[src/rtl/sha1_digest_viewer_if.sv]
// Digest hand-off between the SHA-1 core and the digest viewer.
// The core drives the digest and its one-cycle valid strobe.
// The viewer answers with a one-cycle acknowledge.
interface sha1_digest_viewer_if;
  logic [159:0] digest_in;
  logic         digest_valid;
  logic         digest_ack;

  modport master (output digest_in, output digest_valid, input digest_ack);
  modport slave  (input digest_in, input digest_valid, output digest_ack);
endinterface

[src/rtl/sha1_digest_viewer.sv]
// SHA-1 digest viewer.
// Captures the 160-bit digest when the core strobes valid and shows one byte on the LEDs.
// Two debounced active-low push buttons step the displayed byte forward and backward.
module sha1_digest_viewer #(
  parameter int DEBOUNCE_CYCLES = 500000,
  parameter int DIGEST_BYTES    = 20
) (
  input  logic                    clk,
  input  logic                    reset,
  input  logic [1:0]              push_button,
  sha1_digest_viewer_if.slave     dig,
  output logic                    loaded,
  output logic [4:0]              byte_index,
  output logic [7:0]              q
);

  localparam int              CNT_W    = (DEBOUNCE_CYCLES > 2) ? $clog2(DEBOUNCE_CYCLES) : 1;
  localparam logic [CNT_W-1:0] CNT_MAX = CNT_W'(DEBOUNCE_CYCLES - 1);
  localparam logic [4:0]      LAST_IDX = 5'(DIGEST_BYTES - 1);

  typedef enum logic {EMPTY, LOADED} state_t;

  state_t                 state, state_nx;
  logic [1:0]             sync_a, sync_b;
  logic [1:0]             deb, deb_d;
  logic [1:0][CNT_W-1:0]  cnt;
  logic [1:0]             evt;
  logic                   next_evt, prev_evt;
  logic [4:0]             idx_nx;
  logic [159:0]           digest_reg;

  // Byte k is taken MSB-first so byte 0 is the top byte of H0.
  function automatic logic [7:0] byte_sel(input logic [159:0] d, input logic [4:0] k);
    logic [159:0] s;
    s = d >> (8 * (DIGEST_BYTES - 1 - int'(k)));
    return s[7:0];
  endfunction

  // Synchronise the raw buttons and debounce each one against its accepted level.
  always_ff @(posedge clk or posedge reset) begin
    if (reset) begin
      sync_a <= 2'b11;
      sync_b <= 2'b11;
      deb    <= 2'b11;
      deb_d  <= 2'b11;
      cnt    <= '0;
    end else begin
      sync_a <= push_button;
      sync_b <= sync_a;
      deb_d  <= deb;
      for (int i = 0; i < 2; i++) begin
        if (sync_b[i] == deb[i]) begin
          cnt[i] <= '0;
        end else if (cnt[i] == CNT_MAX) begin
          deb[i] <= sync_b[i];
          cnt[i] <= '0;
        end else begin
          cnt[i] <= cnt[i] + 1'b1;
        end
      end
    end
  end

  // A press is the falling edge of the debounced level; a release makes no event.
  assign evt      = deb_d & ~deb;
  assign next_evt = evt[0];
  assign prev_evt = evt[1];

  // Next state and index: a capture overrides any button event in the same cycle.
  always_comb begin
    state_nx = state;
    idx_nx   = byte_index;
    if (dig.digest_valid) begin
      state_nx = LOADED;
      idx_nx   = '0;
    end else if (state == LOADED) begin
      if (next_evt && !prev_evt) begin
        idx_nx = (byte_index == LAST_IDX) ? 5'd0 : byte_index + 5'd1;
      end else if (prev_evt && !next_evt) begin
        idx_nx = (byte_index == 5'd0) ? LAST_IDX : byte_index - 5'd1;
      end
    end
  end

  // State, index, acknowledge and digest capture registers.
  always_ff @(posedge clk or posedge reset) begin
    if (reset) begin
      state          <= EMPTY;
      byte_index     <= '0;
      dig.digest_ack <= 1'b0;
      digest_reg     <= '0;
    end else begin
      state          <= state_nx;
      byte_index     <= idx_nx;
      dig.digest_ack <= dig.digest_valid;
      if (dig.digest_valid) begin
        digest_reg <= dig.digest_in;
      end
    end
  end

  // LED byte follows the current index one cycle later; dark until a digest is held.
  always_ff @(posedge clk or posedge reset) begin
    if (reset) begin
      q <= 8'h00;
    end else begin
      q <= (state == LOADED) ? byte_sel(digest_reg, byte_index) : 8'h00;
    end
  end

  assign loaded = (state == LOADED);

endmodule

[src/flat_wrapper.sv]
// flat-port wrapper written by rule: the top's interface ports become plain ports
module sha1_digest_viewer_flat 
#(
  parameter int DEBOUNCE_CYCLES = 500000,
  parameter int DIGEST_BYTES    = 20
)
  (clk, reset, push_button, loaded, byte_index, q, dig_digest_in, dig_digest_valid, dig_digest_ack);
  sha1_digest_viewer_if dig_i ();
  input  logic clk;
  input  logic reset;
  input  logic [1:0] push_button;
  output logic loaded;
  output logic [4:0] byte_index;
  output logic [7:0] q;
  input wire logic [$bits(dig_i.digest_in)-1:0] dig_digest_in;
  input wire logic [$bits(dig_i.digest_valid)-1:0] dig_digest_valid;
  output wire logic [$bits(dig_i.digest_ack)-1:0] dig_digest_ack;
  assign dig_i.digest_in = dig_digest_in;
  assign dig_i.digest_valid = dig_digest_valid;
  assign dig_digest_ack = dig_i.digest_ack;
  sha1_digest_viewer #(.DEBOUNCE_CYCLES(DEBOUNCE_CYCLES), .DIGEST_BYTES(DIGEST_BYTES)) u_core (.clk(clk), .reset(reset), .push_button(push_button), .dig(dig_i), .loaded(loaded), .byte_index(byte_index), .q(q));
endmodule
[config.mk]
export PLATFORM = sky130hd
export DESIGN_NAME = sha1_digest_viewer_flat
export DESIGN_NICKNAME = d
export VERILOG_FILES = /design/src/rtl/sha1_digest_viewer_if.sv /design/src/rtl/sha1_digest_viewer.sv /design/src/flat_wrapper.sv
export SDC_FILE = /design/constraint.sdc
export NUM_CORES = 1
export LEC_CHECK = 0
export ABC_AREA = 1
export CORE_ASPECT_RATIO = 1.4
export CORE_UTILIZATION = 45
export DETAILED_ROUTE_END_ITERATION = 8
export PLACE_DENSITY_LB_ADDON = 0.2
export SLEW_MARGIN = 15
export SYNTH_ARGS = -nofsm -noshare
export SYNTH_HDL_FRONTEND = slang
export SYNTH_SLANG_ARGS = --single-unit
[constraint.sdc]
create_clock -name clk -period 15.1 [get_ports clk]
set_input_delay 3.02 -clock clk [delete_from_list [all_inputs] [get_ports clk]]
set_output_delay 3.02 -clock clk [all_outputs]
set_load 0.02 [all_outputs]
; Word-level counts from Yosys, hierarchy flattened
; Cells that the tools add are included.
[op_classes]
reduce_logical = 10
n_bitwise = 4
n_shift = 1
n_eq_ne = 5
addsub = 5
mux = 11
[op_table]
columns = op, count
row1 = right shift 160 x 32 -> 8 bit, 1
row2 = two-way mux 19 bit, 4
row3 = adder 19 x 1 -> 19 bit (second input constant), 2
row4 = equality test 19 bit (second input constant), 2
row5 = two-way mux 5 bit, 6
row6 = two-way mux 8 bit, 1
row7 = AND reduction 2 bit, 3
row8 = subtractor 5 x 5 -> 6 bit (first input constant), 1
row9 = adder 5 x 1 -> 5 bit (second input constant), 1
row10 = equality test 5 bit (second input constant), 1
row11 = logical NOT 5 bit, 1
row12 = subtractor 5 x 1 -> 5 bit (second input constant), 1
row13 = nonzero test 3 bit, 1
row14 = bitwise AND 2 bit, 1
row15 = equality test 1 bit, 2
row16 = logical AND 1 bit, 2
row17 = logical NOT 1 bit, 2
row18 = NOT 1 bit, 2
row19 = NOT 2 bit, 1
row20 = nonzero test 2 bit, 1
[word_totals]
out_inout_bits = 15
word_cells = 48
register_bits = 221

; Depth between registers and ports, before layout
; Gate-level depths: netlist of run 1.
[logic_depth]
word_depth = 8
mapped_depth = 11

; Worst setup path after synthesis of run 1
; OpenSTA, ideal clock, no wires.
[synth_path]
path_kind = input to register
from = input port dig_digest_valid
to = register u_core.digest_reg[0]
path_buffers = 4
path_slack_ns = 11.213
cell_stages = 6
arrival_time_ns = 3.754
setup_time_ns = 0.133
path_cell_list = buf_2 buf_2 buf_2 buf_4 nand2_1 o21ai_0
[synth_lines]
columns = item, line_no
row1 = start: declaration, flat_wrapper.sv:16  ; input wire logic [$bits(dig_i.digest_valid)-1:0] dig_digest_valid;
row2 = end signal: assignment, sha1_digest_viewer.sv:97  ; digest_reg <= dig.digest_in;
row3 = end: declaration, sha1_digest_viewer.sv:30  ; logic [159:0] digest_reg;

; Worst setup path after layout of run 1
[layout_path]
from = register u_core.byte_index[2]
to = output port byte_index[2]
[layout_lines]
columns = item, line_no
row1 = start: declaration, sha1_digest_viewer.sv:13  ; output logic [4:0] byte_index,
row2 = start signal: assignment, sha1_digest_viewer.sv:94  ; byte_index <= idx_nx;
row3 = end: declaration, flat_wrapper.sv:13  ; output logic [4:0] byte_index;
; No word-level cell between the ends.

==> results of run 1 <==
-- worst max-delay path by stage --
| stage | startpoint | to | slack, ns | cells after the start |
|---|---|---|---|---|
| 2_1_floorplan | reset | u_core.byte_index[0]$_DFFE_PP0P_ | 6.04 | 1 |
| 3_3_place_gp | reset | u_core.digest_reg[146]$_DFFE_PP0P_ | 9.71 | 3 |
| 3_5_place_dp | reset | u_core.cnt[16]$_DFF_PP0_ | 9.71 | 3 |
| 4_1_cts | u_core.byte_index[2]$_DFFE_PP0P_ | byte_index[2] | 10.05 | 1 |
| 5_1_grt | reset | u_core.digest_reg[128]$_DFFE_PP0P_ | 9.98 | 3 |
| 6_report | u_core.byte_index[2]$_DFFE_PP0P_ | byte_index[2] | 10.09 | 1 |
-- power by group through the flow --
| stage | sequential [uW] | combinational [uW] | clock, uW |
|---|---|---|---|
| after global routing | 653 | 173 | 586 |
| after global placement | 658 | 151 | 0 |
| after detailed placement | 660 | 153 | 0 |
| after CTS | 649 | 154 | 563 |
| after floorplan | 658 | 79.4 | 0 |
| final | 649 | 151 | 552 |
-- cell type report --
| cell class | count | area [um2] |
|---|---|---|
| Multi-Input combinational cell | 983 | 4350 |
| Timing Repair Buffer | 184 | 1831 |
| Fill cell | 2283 | 10370 |
| Clock buffer | 32 | 659.4 |
| Clock inverter | 8 | 72.57 |
| Inverter | 177 | 674.4 |
| Tap cell | 310 | 387.9 |
| Sequential cell | 221 | 5544 |
-- stage by stage --
step                setup WS (ns)  util (%)  total power, uW  hold WS (ns)  area [um2]
global route                9.979     56.59             1413        0.3599       13520
detailed placement          9.708     53.52            812.7        0.3468       12790
finish                      10.09     56.59             1353        0.3529       13520
floorplan                   6.044         -            737.7        0.3452       10940
CTS                         10.05     56.59             1367        0.3547       13520
global placement            9.707     53.52            809.3        0.3468       12790
-- per-layer routing --
layer | routed length [um] | up-vias | global-route usage, %
li1 | - | 4745 | -
met1 | 12110 | 4453 | 29.98
met2 | 14040 | 212 | 39.74
met3 | 1278 | 50 | 2.880
met4 | 914 | 0 | 8.741
met5 | 0 | - | 0
-- cell usage after synthesis (all sizes together) --
master and number:
xor2 20, nor2 144, dfrtp 213, o211ai 7, nand3b 1, a211oi 1, a21oi 17, nor3 8
o21a 1, dfstp 8, inv 177, nor3b 2, buf 50, or2 2, clkbuf 17, o21ai 157
xnor2 3, nand4 5, nand3 104, ha 7, nand2 504
-- cells by family (layout without fill, tap and decap cells) --
| group | Yosys count | after routing | share of synthesized area (%) |
|---|---|---|---|
| AO/OA/AOI/OAI | 183 | 183 | 8.611 |
| AND/OR/NAND/NOR | 770 | 770 | 28.51 |
| buffers and inverters | 244 | 401 | 9.606 |
| adder cells (fa/ha/maj) | 7 | 7 | 0.8004 |
| flip-flops | 221 | 221 | 50.63 |
| XOR/XNOR | 23 | 23 | 1.841 |
==> results.md, run 1 <==
- WL final: approximately 28,000 um
- Syn Inst Count: roughly 1.4k
- Die Area: roughly 25,000 um2
- Critical path's top delay family: flip-flops
- NetSw: approximately 330 uW
- Placer Congestion: between 0.8 and 0.9
- Slew Viols, Final: 0
- Clk Latency, worst-skew pair: roughly 0.5 ns
- Syn Nets: ~1.6k
- Setup slack, reg-to-reg: between 10 and 15 ns
- RSZ-0062 raised after global routing: false
- Cell Pwr Density: approximately 100 nW/um2
- Switching Share: ~24%
- Post-synth top area cell: dfrtp_1
- Max reg flops: 160
- Max_cap viols: 0
- Layout cells sized above 1: under 10%
- Iter 0 DRT Violations: slightly below 700
- Worst Skew: 0.007663 ns
- Unique masters post-synth: 32
- Final setup violation count: 0
- Via count: 9,460
- Global-route wire length before repair: 46,430 um
- Fin. Hold Viols: 0
- Worst Path Max Fanout: 16
- Avg Vias per Cell: approximately 4.9
- Reg power frac: a little under half
- Initial Util: between 40% and 50%
- Port bufs: about 180
- Int Power: between 1000 and 1500 uW
- Status: finished clean
- Top post-synthesis cells by area: dfrtp_1 49%, nand2_1 17%, o21ai_0 6.9%, inv_1 5.9%, nand3_1 4.7%
- Top-Level Pins: 180
- Clock buffer depth: 3
- DRC Markers: 0
- Largest net degree at the start of global routing: around 140
- Yosys reg bits: 221
- # nets final: between 1.5k and 2k
- Final Cycle Share: around 33%
- Hold EP: u_core.sync_b[1]$_DFF_PP1_
- Num rows: 67
- Post-Syn Area: between 10,000 and 15,000 um2
- CP Data Arrival Time: between 1.5 and 2 ns
- Largest stage delay on the critical path: 0.75 ns
- Critical Path RT: 12.08 ns
- WP buf/inv: 1
- Antenna cells: 0
- Post-synth top area share: between 40% and 50%
- Most frequent cells in the layout: 502 x nand2_1, 212 x dfrtp_1, 178 x clkdlybuf4s50_1
- Placed Cells: ~1.9k
- Postcts setup bufs: 0
- Clk sinks: 221
- Leakage: roughly 0.0065 uW
- Final setup TNS: 0 ns
- Non-Filler Instances: 1,915
- Clock transition at the registers of the reported paths: 0.06 ns
- Post-CTS Hold Buffers: 0
- H-Tree Level Count: 1
- Synth Warn #: 0
- CP Capture Type: output port
- Clk pwr share: between 40% and 50%
- Reg2reg end: u_core.q[5]$_DFF_PP0_
- Initial antenna violation count: 0
- Tightest Hold Check Type: flip-flop to flip-flop
- Die Span Y: approximately 190 um
- Number of CTS-inserted buffers: 23
- Gates resized, CTS repair: 0
- Commonest non-fill, non-tap cell in the layout: nand2_1
- Avg WL per Cell: 14.80 um
- Worst slew pin tran: between 0.9 and 1 ns
- Register area share after synthesis: approximately 50%
- Peak supply drop: about 0.083 mV
- Fin crit period: 5.009 ns
- Hold path depth: 0
- Crit Path Class: flip-flop to output port
- Core area: between 20,000 and 25,000 um2
- Comb power frac: 11.2%
- DP HPWL: 19,750 um
- Synth Area per Inst: roughly 7.6 um2
- Die width: 133.8 um
- CP max stage cell: dfrtp_1
- Area Growth Syn to Fin: 23.56%
- Startpoint types: flip-flop
- Slew Limit Headroom: between 30 and 40%
- Total track usage: a little under a quarter
- 1st-pass router iterations: 5
- GRT Residual Overflow: 0
- CTS root buf: clkbuf_16
- CTS tree: done
- Worst r2r src: u_core.byte_index[2]$_DFFE_PP0P_
- Worst-path cell chain: clkdlybuf4s50_1
- Vias in the first global route: around 9.4k
- Hold Crit Start: u_core.sync_a[1]$_DFF_PP1_
- R2R cell count: 7
- Post-DRT Antenna Nets: 0
- Fmax: around 200 MHz
Power figures use the tool's default switching activity.
==> run 2: changes to the inputs <==
Clock period 15.1 ns to 4.2 ns, I/O delays scaled along.
==> run 2 against run 1 <==
Net effect: sequential cell count did not move; critical path depth stayed put; first-iteration DRC count grew 0.29%; global-route usage grew 0.25 points; design area is 0.78% higher; via count about the same; final cell count increased by 0.37%.
==> results.md, run 2 (synthesized netlist as in run 1, its figures left out) <==
- Initial antenna violation count: 0
- Setup slack, reg-to-reg: roughly 1.5 ns
- Global-route wire length before repair: 46,930 um
- R2R cell count: 7
- Final WS setup: ~1.2 ns
- DRC Markers: 0
- # nets final: ~1.8k
- Fin. Hold Viols: 0
- Avg WL per Cell: around 15 um
- Top-Level Pins: 180
- Clk sinks: between 200 and 250
- H-Tree Level Count: 1
- Largest stage delay on the critical path: 0.82 ns
- Filler cells: ~2.3k
- Initial Util: between 40 and 50%
- Total track usage: around a quarter
- Gates resized, CTS repair: 0
- Startpoint types: flip-flop
- Post-DRT Antenna Nets: 0
- CP Data Arrival Time: 2.12 ns
- Cell area after layout: 13,620 um2
- Worst Skew: between 0.01 and 0.015 ns
- Clk Latency, worst-skew pair: ~0.52 ns
- 1st-pass router iterations: 5
- Final core occ: a little under three fifths
- Max_cap viols: 0
- WP buf/inv: 1
- Antenna cells: 0
- Critical path's top delay family: flip-flops
- Largest net degree at the start of global routing: between 200 and 250
- Commonest non-fill, non-tap cell in the layout: nand2_1
- Core area: 23,890 um2
- Fin crit period: approximately 3.0 ns
- Postcts setup bufs: 0
- Place WS: approximately 1.5 ns
- Num rows: 67
- WL final: 28,550 um
- Port bufs: approximately 180
- CTS tree: done
- GRT Residual Overflow: 0
- Area Growth Syn to Fin: 24.52%
- Clock transition at the registers of the reported paths: around 0.060 ns
- Die Area: roughly 25,000 um2
- Hold EP: u_core.sync_b[0]$_DFF_PP1_
- Avg Vias per Cell: between 4 and 5
- CTS root buf: clkbuf_16
- Crit Path Class: flip-flop to output port
- Worst r2r src: u_core.byte_index[2]$_DFFE_PP0P_
- Final Cycle Share: roughly 71%
- Iter 0 DRT Violations: between 600 and 700
- Post-CTS Hold Buffers: 0
- Cell Pwr Density: 362.9 nW/um2
- Hold path depth: 0
- Layout cells sized above 1: roughly 5.0%
- Slew Limit Headroom: between 40% and 50%
- CP Capture Type: output port
- Worst Path Max Fanout: 57
- Die width: about 130 um
- Die Span Y: 186.5 um
- Final setup TNS: 0 ns
- Placer Congestion: between 0.8 and 0.9
- Number of CTS-inserted buffers: 23
- Vias in the first global route: around 9.5k
- Peak supply drop: roughly 0.28 mV
- Worst-path cell chain: clkdlybuf4s50_1
- Most frequent cells in the layout: 502 x nand2_1, 212 x dfrtp_1, 178 x clkdlybuf4s50_1
- Hold Crit Start: u_core.sync_a[0]$_DFF_PP1_
- DP HPWL: between 20,000 and 25,000 um
- Post-DP Area: 12,870 um2
- Worst slew pin tran: roughly 0.87 ns
- CP max stage cell: dfrtp_4
- Leakage: about 0.0066 uW
- Final setup violation count: 0
- Tightest Hold Check Type: flip-flop to flip-flop
- Fmax: about 340 MHz
- Slew Viols, Final: 0
- Status: finished clean
- Clock buffer depth: 3
- Reg2reg end: u_core.q[1]$_DFF_PP0_
- Critical Path RT: approximately 3.4 ns
- Via count: around 9.5k
- RSZ-0062 raised after global routing: false
- Max reg flops: 160
[run 2: how the worst max path moves through the flow]
stage / endpoint / start / cells past startpoint
final: byte_index[0] / u_core.byte_index[0]$_DFFE_PP0P_ / 1
after detailed placement: u_core.q[1]$_DFF_PP0_ / u_core.byte_index[2]$_DFFE_PP0P_ / 7
after CTS: byte_index[0] / u_core.byte_index[0]$_DFFE_PP0P_ / 1
after global routing: byte_index[0] / u_core.byte_index[0]$_DFFE_PP0P_ / 1
after global placement: u_core.q[7]$_DFF_PP0_ / u_core.byte_index[2]$_DFFE_PP0P_ / 7
after floorplan: u_core.byte_index[0]$_DFFE_PP0P_ / reset / 1
[run 2: worst reg2reg max path, cell delays in order (launching register included)]
cell,delay [ns]
dfrtp_1,0.74
inv_1,0.41
ha_1,0.55
nor2_2,0.54
nand2_1,0.15
nand3_1,0.14
nor2_1,0.07
nor2_1,0.08
[run 2: stage by stage]
stage | power, uW | hold WS (ns) | std cells
floorplan | 2653 | 0.3452 | 1448
global placement | 2931 | 0.3475 | 1880
detailed placement | 2940 | 0.3490 | 1880
CTS | 4999 | 0.3588 | 1922
global route | 5163 | 0.3668 | 1922
finish | 4944 | 0.3505 | 1922
[run 2: where the power goes]
group | total, uW | internal (uW) | switching, uW
combinational | 558 | 256 | 302
clock | 2050 | 1190 | 857
sequential | 2340 | 2280 | 56.0
total | 4940 | 3730 | 1210
[run 2: metal layers]
metal  GRT usage (%)  up-vias  wire, um
li1                -     4756         -
met1           30.22     4397     12130
met2           39.68      256     13960
met3           3.287       58      1411
met4           9.528        0      1042
met5               0        -         0
[run 2: final cells by class]
| class | count | area, um2 | share of cell area, % |
|---|---|---|---|
| Sequential cell | 221 | 5544 | 40.69 |
| Timing Repair Buffer | 189 | 1918 | 14.08 |
| Clock inverter | 11 | 117.6 | 0.8633 |
| Clock buffer | 31 | 635.6 | 4.665 |
| Tap cell | 310 | 387.9 | 2.847 |
| Multi-Input combinational cell | 983 | 4350 | 31.93 |
| Inverter | 177 | 670.6 | 4.922 |
